==> src/rtl/prga_engine.sv <==
// ARC4 pseudo-random generation and XOR stage: walks the KSA-initialised S array in s_mem,
// decrypts the length-prefixed message from ct_mem and writes it to pt_mem.
module prga_engine #(
  parameter logic [7:0] LEN_ADDR = 8'd0
) (
  input  logic       CLOCK_50,
  input  logic       rst_n,
  input  logic       en,
  output logic       rdy,
  output logic [7:0] s_addr,
  input  logic [7:0] s_rddata,
  output logic [7:0] s_wrdata,
  output logic       s_wren,
  output logic [7:0] ct_addr,
  input  logic [7:0] ct_rddata,
  output logic [7:0] pt_addr,
  output logic [7:0] pt_wrdata,
  output logic       pt_wren
);

  typedef enum logic [3:0] {
    S_IDLE,
    S_LEN_RD,
    S_LEN_WT,
    S_LEN_WR,
    S_RD_SI,
    S_WT_SI,
    S_RD_SJ,
    S_WT_SJ,
    S_WR_SI,
    S_WR_SJ,
    S_RD_PAD,
    S_WT_PAD,
    S_WR_PT
  } state_t;

  state_t     r_state;
  state_t     w_next;
  logic [7:0] r_i;
  logic [7:0] r_j;
  logic [7:0] r_k;
  logic [7:0] r_len;
  logic [7:0] r_si;
  logic [7:0] r_sj;
  logic [7:0] r_ctByte;
  logic [7:0] r_pad;

  // State register plus the datapath registers each state loads.
  always_ff @(posedge CLOCK_50) begin
    if (!rst_n) begin
      r_state  <= S_IDLE;
      r_i      <= 8'd0;
      r_j      <= 8'd0;
      r_k      <= 8'd0;
      r_len    <= 8'd0;
      r_si     <= 8'd0;
      r_sj     <= 8'd0;
      r_ctByte <= 8'd0;
      r_pad    <= 8'd0;
    end else begin
      r_state <= w_next;
      case (r_state)
        S_IDLE: begin
          if (en) begin
            r_i <= 8'd0;
            r_j <= 8'd0;
            r_k <= 8'd1;
          end
        end
        S_LEN_WT: r_len <= ct_rddata;
        S_LEN_WR: r_i <= 8'd1;
        S_WT_SI: begin
          r_si <= s_rddata;
          r_j  <= r_j + s_rddata;
        end
        S_RD_SJ:  r_ctByte <= ct_rddata;
        S_WT_SJ:  r_sj <= s_rddata;
        S_WT_PAD: r_pad <= s_rddata;
        S_WR_PT: begin
          if (r_k != r_len) begin
            r_k <= r_k + 8'd1;
            r_i <= r_i + 8'd1;
          end
        end
        default: ;
      endcase
    end
  end

  // The ct address is held through WT_SI so the RAM's registered address still points at byte k
  // when ct_byte is captured in RD_SJ.
  always_comb begin
    w_next    = r_state;
    rdy       = 1'b0;
    s_addr    = 8'd0;
    s_wrdata  = 8'd0;
    s_wren    = 1'b0;
    ct_addr   = 8'd0;
    pt_addr   = 8'd0;
    pt_wrdata = 8'd0;
    pt_wren   = 1'b0;
    case (r_state)
      S_IDLE: begin
        rdy = 1'b1;
        if (en) w_next = S_LEN_RD;
      end
      S_LEN_RD: begin
        ct_addr = LEN_ADDR;
        w_next  = S_LEN_WT;
      end
      S_LEN_WT: begin
        ct_addr = LEN_ADDR;
        w_next  = S_LEN_WR;
      end
      S_LEN_WR: begin
        pt_addr   = LEN_ADDR;
        pt_wrdata = r_len;
        pt_wren   = 1'b1;
        w_next    = (r_len == 8'd0) ? S_IDLE : S_RD_SI;
      end
      S_RD_SI: begin
        s_addr  = r_i;
        ct_addr = LEN_ADDR + r_k;
        w_next  = S_WT_SI;
      end
      S_WT_SI: begin
        ct_addr = LEN_ADDR + r_k;
        w_next  = S_RD_SJ;
      end
      S_RD_SJ: begin
        s_addr = r_j;
        w_next = S_WT_SJ;
      end
      S_WT_SJ: w_next = S_WR_SI;
      S_WR_SI: begin
        s_addr   = r_j;
        s_wrdata = r_si;
        s_wren   = 1'b1;
        w_next   = S_WR_SJ;
      end
      S_WR_SJ: begin
        s_addr   = r_i;
        s_wrdata = r_sj;
        s_wren   = 1'b1;
        w_next   = S_RD_PAD;
      end
      S_RD_PAD: begin
        s_addr = r_si + r_sj;
        w_next = S_WT_PAD;
      end
      S_WT_PAD: w_next = S_WR_PT;
      S_WR_PT: begin
        pt_addr   = LEN_ADDR + r_k;
        pt_wrdata = r_pad ^ r_ctByte;
        pt_wren   = 1'b1;
        w_next    = (r_k == r_len) ? S_IDLE : S_RD_SI;
      end
      default: w_next = S_IDLE;
    endcase
  end

endmodule

==> config.mk <==
export PLATFORM = sky130hd
export DESIGN_NAME = prga_engine
export DESIGN_NICKNAME = d
export VERILOG_FILES = /design/src/rtl/prga_engine.sv
export SDC_FILE = /design/constraint.sdc
export NUM_CORES = 1
export LEC_CHECK = 0
export CELL_PAD_IN_SITES_DETAIL_PLACEMENT = 0
export CELL_PAD_IN_SITES_GLOBAL_PLACEMENT = 1
export CORE_ASPECT_RATIO = 0.9
export CORE_MARGIN = 2
export CORE_UTILIZATION = 41
export DETAILED_ROUTE_END_ITERATION = 16
export GPL_ROUTABILITY_DRIVEN = 0
export PLACE_DENSITY = 0.8
export SLEW_MARGIN = 25
export SYNTH_ARGS = -nofsm -noshare
export SYNTH_HDL_FRONTEND = slang
export SYNTH_SLANG_ARGS = --single-unit
==> constraint.sdc <==
create_clock -name CLOCK_50 -period 2.2 [get_ports CLOCK_50]
set_input_delay 0.44 -clock CLOCK_50 [delete_from_list [all_inputs] [get_ports CLOCK_50]]
set_output_delay 0.44 -clock CLOCK_50 [all_outputs]
set_load 0.03 [all_outputs]
==> qor.yml, run 1 <==
setup_path:
  path_class: "reg -> out"
  regToRegEndpoint: "r_k[6]"
  worstSetupStartpointType: "flip-flop"
  required_ps: 1760
  path_max_fanout: 2
  r2r-start: "r_state[0]"
  r2r_setup_slack_ps: 160
  arrival_ps: 2140
  end_kind: "output pin"
  rr_worst_depth: 8
pwr:
  power.net_switching_w: 0.0007415
  power_density_nw_per_um2: 484.7
  seq_power_share: 0.492
  swShare: 0.2868
  p_leak_nw: 2.185
  power_frac_comb: 0.122
  clkPwrFrac: 0.386
  peakVddDrop_mv: 0.3005
  p_int_w: 0.001844
yosys:
  synth-seq-area-share: 0.3430
  ys_types: 56
  synth_seq_cells: 68
  yosys_warnings: 0
  syn-num-nets: 506
  synth_cells: 469
  synth.avg_cell_area_um2: 8.462
  synth_area_um2: 3969
  synth_edf_count: 0
  synth_ff_type: "dfxtp_1"
  ys_async_sr_fraction: 0
drt:
  drt_iter0_drc: 190
  drt-wirelength-per-cell_um: 15.63
  drtPass1Iterations: 4
  drt-vias-per-instance: 5.178
  drc: 0
  via_count: 3656
  drt_wl_total_mm: 11.04
  drtAntennaViolNets: 0
die:
  io_pins: 62
  core_um2: 9529
  fp.dieW_um: 107.7
  initial_utilization: 0.4165
  rows: 34
  die_area_um2: 10480
  die-height_um: 97.34
placement:
  hpwl_mm: 7.877
  dpl_cell_area_um2: 4877
  port_buffers: 61
run_status:
  status: "finished with violations"
  violations: "setup timing"
sta:
  hold_viol: 0
  rsz0062_at_grt: "yes"
  tns_ps: -2299
  fin_crit_ps: 2585
  holdWs_ps: 481.1
  drv_slew: 0
  tightest_slew_ps: 589.0
  max_freq_mhz: 386.9
  relSlewSlack: 0.6069
  setup_slack_ps: -384.7
  finalClockSkew_ps: 9.551
  min_period_over_period: 1.175
  setup_viol: 16
finish:
  fin_nets: 612
  drive_above_1_share: 0.2655
  nFillCells: 888
  antennaDiodeCount: 0
  synthToLayoutAreaGrowth_pct: 34.39
  finalInstanceArea_um2: 5334
min_path:
  holdPathStages: 2
  hold_start: "r_pad[6]"
  min_to: "r_pad[6]"
  min_path_type: "reg -> reg"
cts:
  cts_num_sinks: 68
  ctsLongestPathBuffers: 2
  path_clk_slew_ps: 80
  numCtsBuffers: 9
  cts_max_level: 3
  clockRootBuffer: "clkbuf_8"
  cts_tree: "yes"
  clkLatencyLatePin_ps: 360
global_route:
  overflow: 0
  grt_use_total: 0.2110
  grt_max_degree: 60
  antenna_found_initial: 0
  grt_pass1_wl_mm: 17.31
  grt_pass1_vias: 3483
run:
  maxCapViolCount: 0
## how the worst max path moves through the flow
| stage | startpoint | endpoint | slack (ps) | cells past startpoint |
|---|---|---|---|---|
| 2_1_floorplan | r_si[1] | s_addr[7] | -10 | 7 |
| 3_3_place_gp | s_rddata[0] | r_j[6] | -320 | 9 |
| 3_5_place_dp | s_rddata[0] | r_j[6] | -360 | 9 |
| 4_1_cts | r_si[0] | s_addr[6] | -440 | 9 |
| 5_1_grt | r_sj[1] | s_addr[7] | -480 | 8 |
| 6_report | r_si[0] | s_addr[6] | -380 | 9 |
## layout by cell type (no fill, tap or decap), types with 5 or more instances in the layout
cell type         n
ha_1             14
clkbuf_8         10
o21ai_1           8
clkdlybuf4s50_1  17
mux2i_1          17
xnor2_1           5
xor2_1           31
nand3_1           8
o21ai_0           5
inv_1             6
and2_1           18
nor2_1           30
a21oi_2           5
a21oi_1          11
nand4_1           6
nand2b_1          7
buf_6            16
nor2b_1          17
nand2_1          81
buf_4            84
a22o_1            8
a22oi_1          11
dfxtp_1          61
a21boi_0         32
## kinds of logic after synthesis
| family | share of synthesized area |
|---|---|
| and+or+nand+nor | 0.2494 |
| DFF | 0.3430 |
| xor gates and xnor gates | 0.08386 |
| AOI/OAI and AO/OA | 0.1847 |
| adders and majority gates | 0.06053 |
| muxes | 0.04287 |
| buffers and inverters | 0.03562 |
## power by group through the flow
stage | logic, W | registers [W] | clock network (W)
finish | 0.000315 | 0.00127 | 0.000999
global route | 0.000341 | 0.00127 | 0.00107
CTS | 0.000310 | 0.00127 | 0.00102
detailed placement | 0.000307 | 0.00130 | 0
global placement | 0.000304 | 0.00130 | 0
floorplan | 0.000174 | 0.00129 | 0
## stage by stage
stage,util,power (W),worst slack [ps],std cells
after floorplan,-,0.001465,-14.67,469
after global placement,0.5118,0.001603,-324.7,677
after detailed placement,0.5118,0.001607,-360.3,677
after CTS,0.5411,0.002597,-437.8,697
after global routing,0.5597,0.002690,-477.4,706
final,0.5597,0.002585,-384.7,706
## cell type report
cell class,instances,area (µm²),area share
clock buffers,10,137.6,0.02580
clock inverters,6,47.55,0.008914
inverters,6,22.52,0.004222
repair buffers,119,1013,0.1900
multi-input cells,371,2575,0.4828
well taps,126,157.7,0.02956
flip-flops and latches,68,1380,0.2587
## what timing repair did
item,CTS,global route
hold buffers,0,0
gates resized for setup,21,40
endpoints found under the setup margin,18,27
gates cloned,0,3
pin swaps,8,11
buffers inserted,4,6
## worst max-delay path, cell delays in order (launching register included)
cell and delay [ps]:
dfxtp_2 350, ha_4 160, fa_2 340, a21o_1 180, a21oi_2 160, nor2b_2 60, o21ai_2 130, nand4b_1 170
nand3_4 100, buf_6 130
## routing by layer
layer  track usage  part of all wire  up-vias
met4       0.07396             0.012        0
met5             0                 0        -
met2        0.3314              0.47       77
li1              -                 -     1834
met1        0.2907              0.48     1736
met3       0.03689             0.041        9
## sequential cells by signal, summed over array words and instances, names as in the netlist
signal    flops
r_pad         8
r_sj          8
r_k           8
r_j           8
r_si          8
r_len         8
r_state       4
r_ctByte      8
r_i           8
## cell usage after synthesis (3+ instances only)
library cell | n | area, µm²
xnor2_1 | 6 | 52.55
o21ai_0 | 13 | 65.06
dfxtp_1 | 68 | 1361
and3_1 | 3 | 18.77
nand2b_1 | 8 | 50.05
a22oi_1 | 11 | 82.58
inv_1 | 6 | 22.52
and2_1 | 18 | 112.6
or3_1 | 4 | 25.02
buf_4 | 3 | 22.52
a22o_1 | 8 | 70.07
nand3_1 | 9 | 45.04
ha_1 | 16 | 200.2
xor2_1 | 32 | 280.3
nand2_1 | 81 | 304.0
nor2b_1 | 19 | 118.9
nand4_1 | 6 | 37.54
a21boi_0 | 32 | 240.2
clkbuf_1 | 11 | 41.29
mux2i_1 | 17 | 170.2
buf_2 | 6 | 30.03
a21oi_1 | 15 | 75.07
nor2_1 | 32 | 120.1
nor3_1 | 3 | 15.01
(Power assumes the default switching activity.)
==> inputs of run 2 (changes only) <==
--- a/config.mk
+++ b/config.mk
@@ -10,10 +10,11 @@
 export CORE_ASPECT_RATIO = 0.9
 export CORE_MARGIN = 2
 export CORE_UTILIZATION = 41
+export CTS_CLUSTER_DIAMETER = 120
 export DETAILED_ROUTE_END_ITERATION = 16
 export GPL_ROUTABILITY_DRIVEN = 0
 export PLACE_DENSITY = 0.8
-export SLEW_MARGIN = 25
+export SLEW_MARGIN = 15
 export SYNTH_ARGS = -nofsm -noshare
 export SYNTH_HDL_FRONTEND = slang
 export SYNTH_SLANG_ARGS = --single-unit
==> results of run 2 <==
Same layout as run 1: the final DEF is identical, and so are final timing and power.
==> inputs of run 3 (changes only) <==
--- a/config.mk
+++ b/config.mk
@@ -14,6 +14,7 @@
 export DETAILED_ROUTE_END_ITERATION = 16
 export GPL_ROUTABILITY_DRIVEN = 0
 export PLACE_DENSITY = 0.8
+export RECOVER_POWER = 100
 export SLEW_MARGIN = 15
 export SYNTH_ARGS = -nofsm -noshare
 export SYNTH_HDL_FRONTEND = slang
==> constraint.sdc (replaced) <==
create_clock -name CLOCK_50 -period 2.82 [get_ports CLOCK_50]
set_input_delay 0.564 -clock CLOCK_50 [delete_from_list [all_inputs] [get_ports CLOCK_50]]
set_output_delay 0.564 -clock CLOCK_50 [all_outputs]
set_load 0.03 [all_outputs]
==> run 3 against run 2 <==
  * The flow now finishes without violations
  * Sequential share of layout area increased by 2.2 points
  * Total power shrank 19%
  * Core utilization shrank 4.9 points
  * Count of clock-buffer cells in the layout stayed put
  * Via count fell by 3.7%
  * Sequential power shrank 22%
  * Highest routed layer unchanged
  * Clock skew is essentially flat
  * Worst hold slack gained 3.0 ps
==> qor.yml, run 3 (synthesis results as in run 1) <==
sta:
  setup_slack_ps: 81.81
  relSlewSlack: 0.3201
  max_freq_mhz: 365.2
  rsz0062_at_grt: "yes"
  min_period_over_period: 0.9710
  holdWs_ps: 484.2
  hold_viol: 0
  fin_crit_ps: 2738
  drv_slew: 0
  tightest_slew_ps: 1020
  finalClockSkew_ps: 9.223
  setup_viol: 0
setup_path:
  end_kind: "output pin"
  worstSetupStartpointType: "flip-flop"
  path_class: "reg -> out"
  path_max_fanout: 3
  required_ps: 2260
  cp_slowest_stage_delay_ps: 360
  crit_chain: "ha_4 > fa_2 > a21o_1 > a21oi_2 > nor2b_1 > o21ai_1 > or3_1 > nand3_2 > buf_6"
  arrival_ps: 2170
  crit_path_top_delay_cell: "fa_2"
drt:
  drt-wirelength-per-cell_um: 15.69
  via_count: 3520
  drt_wl_total_mm: 10.42
  drt-vias-per-instance: 5.301
  drtAntennaViolNets: 0
  drc: 0
  drt_iter0_drc: 149
  drtPass1Iterations: 4
cts:
  cts_tree: "yes"
  clockRootBuffer: "clkbuf_8"
  cts_max_level: 3
  numCtsBuffers: 9
  cts_num_sinks: 68
  clkLatencyLatePin_ps: 360
  ctsLongestPathBuffers: 2
  path_clk_slew_ps: 80
global_route:
  grt_max_degree: 60
  grt_pass1_vias: 3374
  grt_use_total: 0.2102
  overflow: 0
  antenna_found_initial: 0
  grt_pass1_wl_mm: 17.13
placement:
  post-place-cells: 646
  port_buffers: 61
  pre_cts_slack_ps: 108.9
  hpwl_mm: 7.551
  dpl_cell_area_um2: 4673
pwr:
  power_w: 0.002094
  p_leak_nw: 1.902
  peakVddDrop_mv: 0.2363
  power_density_nw_per_um2: 430.0
die:
  fp.dieW_um: 107.7
  io_pins: 62
  die-height_um: 97.34
  rows: 34
  die_area_um2: 10480
  initial_utilization: 0.4165
  core_um2: 9529
finish:
  most-common-layout-cells: "81 x nand2_1, 63 x dfxtp_1, 32 x nor2_1, 32 x xor2_1, 32 x a21boi_0"
  antennaDiodeCount: 0
  final_common_cell: "nand2_1"
  synthToLayoutAreaGrowth_pct: 22.70
  stdcell_count: 664
  finalInstanceArea_um2: 4870
  drive_above_1_share: 0.1320
  fin_nets: 570
  nFillCells: 977
min_path:
  min_path_type: "reg -> reg"
run_status:
  status: "completed"
run:
  maxCapViolCount: 0
-- run 3: changes by cell type in the layout (fill, tap and decap cells not counted), sizes merged --
cell           previous run  this run
clkinvlp                  4         2
inv                       8         6
dlymetal6s2s              1         0
bufinv                    0         2
clkdlybuf4s50            17        31
dlygate4sd3               0         5
buf                     101        26
clkbuf                   10        25
clkinv                    0         2
-- run 3: critical path: cells and delay by family, from the launching register on --
| kind | cells | cell delay, ps |
|---|---|---|
| AO/OA/AOI/OAI | 3 | 510 |
| adder cells (fa/ha/maj) | 2 | 520 |
| buffers and inverters | 1 | 150 |
| flip-flops | 1 | 350 |
| AND/OR/NAND/NOR | 3 | 280 |
-- run 3: repair_timing --
item,in CTS,in global routing
pin swaps,0,6
setup endpoints to repair,13,23
setup buffers,0,2
hold buffers,0,0
gates resized for setup,7,14
-- run 3: through the flow --
stage	setup TNS, ps	utilization
after floorplan	0	-
after global placement	0	0.4904
after detailed placement	0	0.4904
after CTS	0	0.5147
after global routing	-74.22	0.5110
final	0	0.5110
-- run 3: power breakdown --
| part | switching, W | internal (W) | total [W] |
|---|---|---|---|
| Combinational | 0.000116 | 0.0000931 | 0.000209 |
| Sequential | 0.0000185 | 0.000972 | 0.000990 |
| Clock | 0.000397 | 0.000498 | 0.000894 |
-- run 3: final timing paths --
check             start        end  slack (ps)  cells after the start
max             r_si[0]  s_addr[6]          80                      9
min            r_pad[6]   r_pad[6]         480                      2
max reg2reg  r_state[1]     r_i[6]         260                      8
min reg2reg    r_pad[6]   r_pad[6]         480                      2
-- run 3: layer usage --
layer,GRT usage,vias up,part of all wire
li1,-,1758,-
met1,0.2986,1689,0.49
met2,0.3193,63,0.46
met3,0.04292,10,0.042
met4,0.06509,0,0.011
met5,0,-,0
-- run 3: area by class of cell --
cell class	count	area, µm²	share of cell area
tap	126	157.7	0.03237
clock buffer	10	127.6	0.02621
timing repair buffer	77	624.3	0.1282
clock inverter	6	88.84	0.01824
inverter	6	22.52	0.004625
multi-input combinational	371	2481	0.5095
sequential	68	1368	0.2808
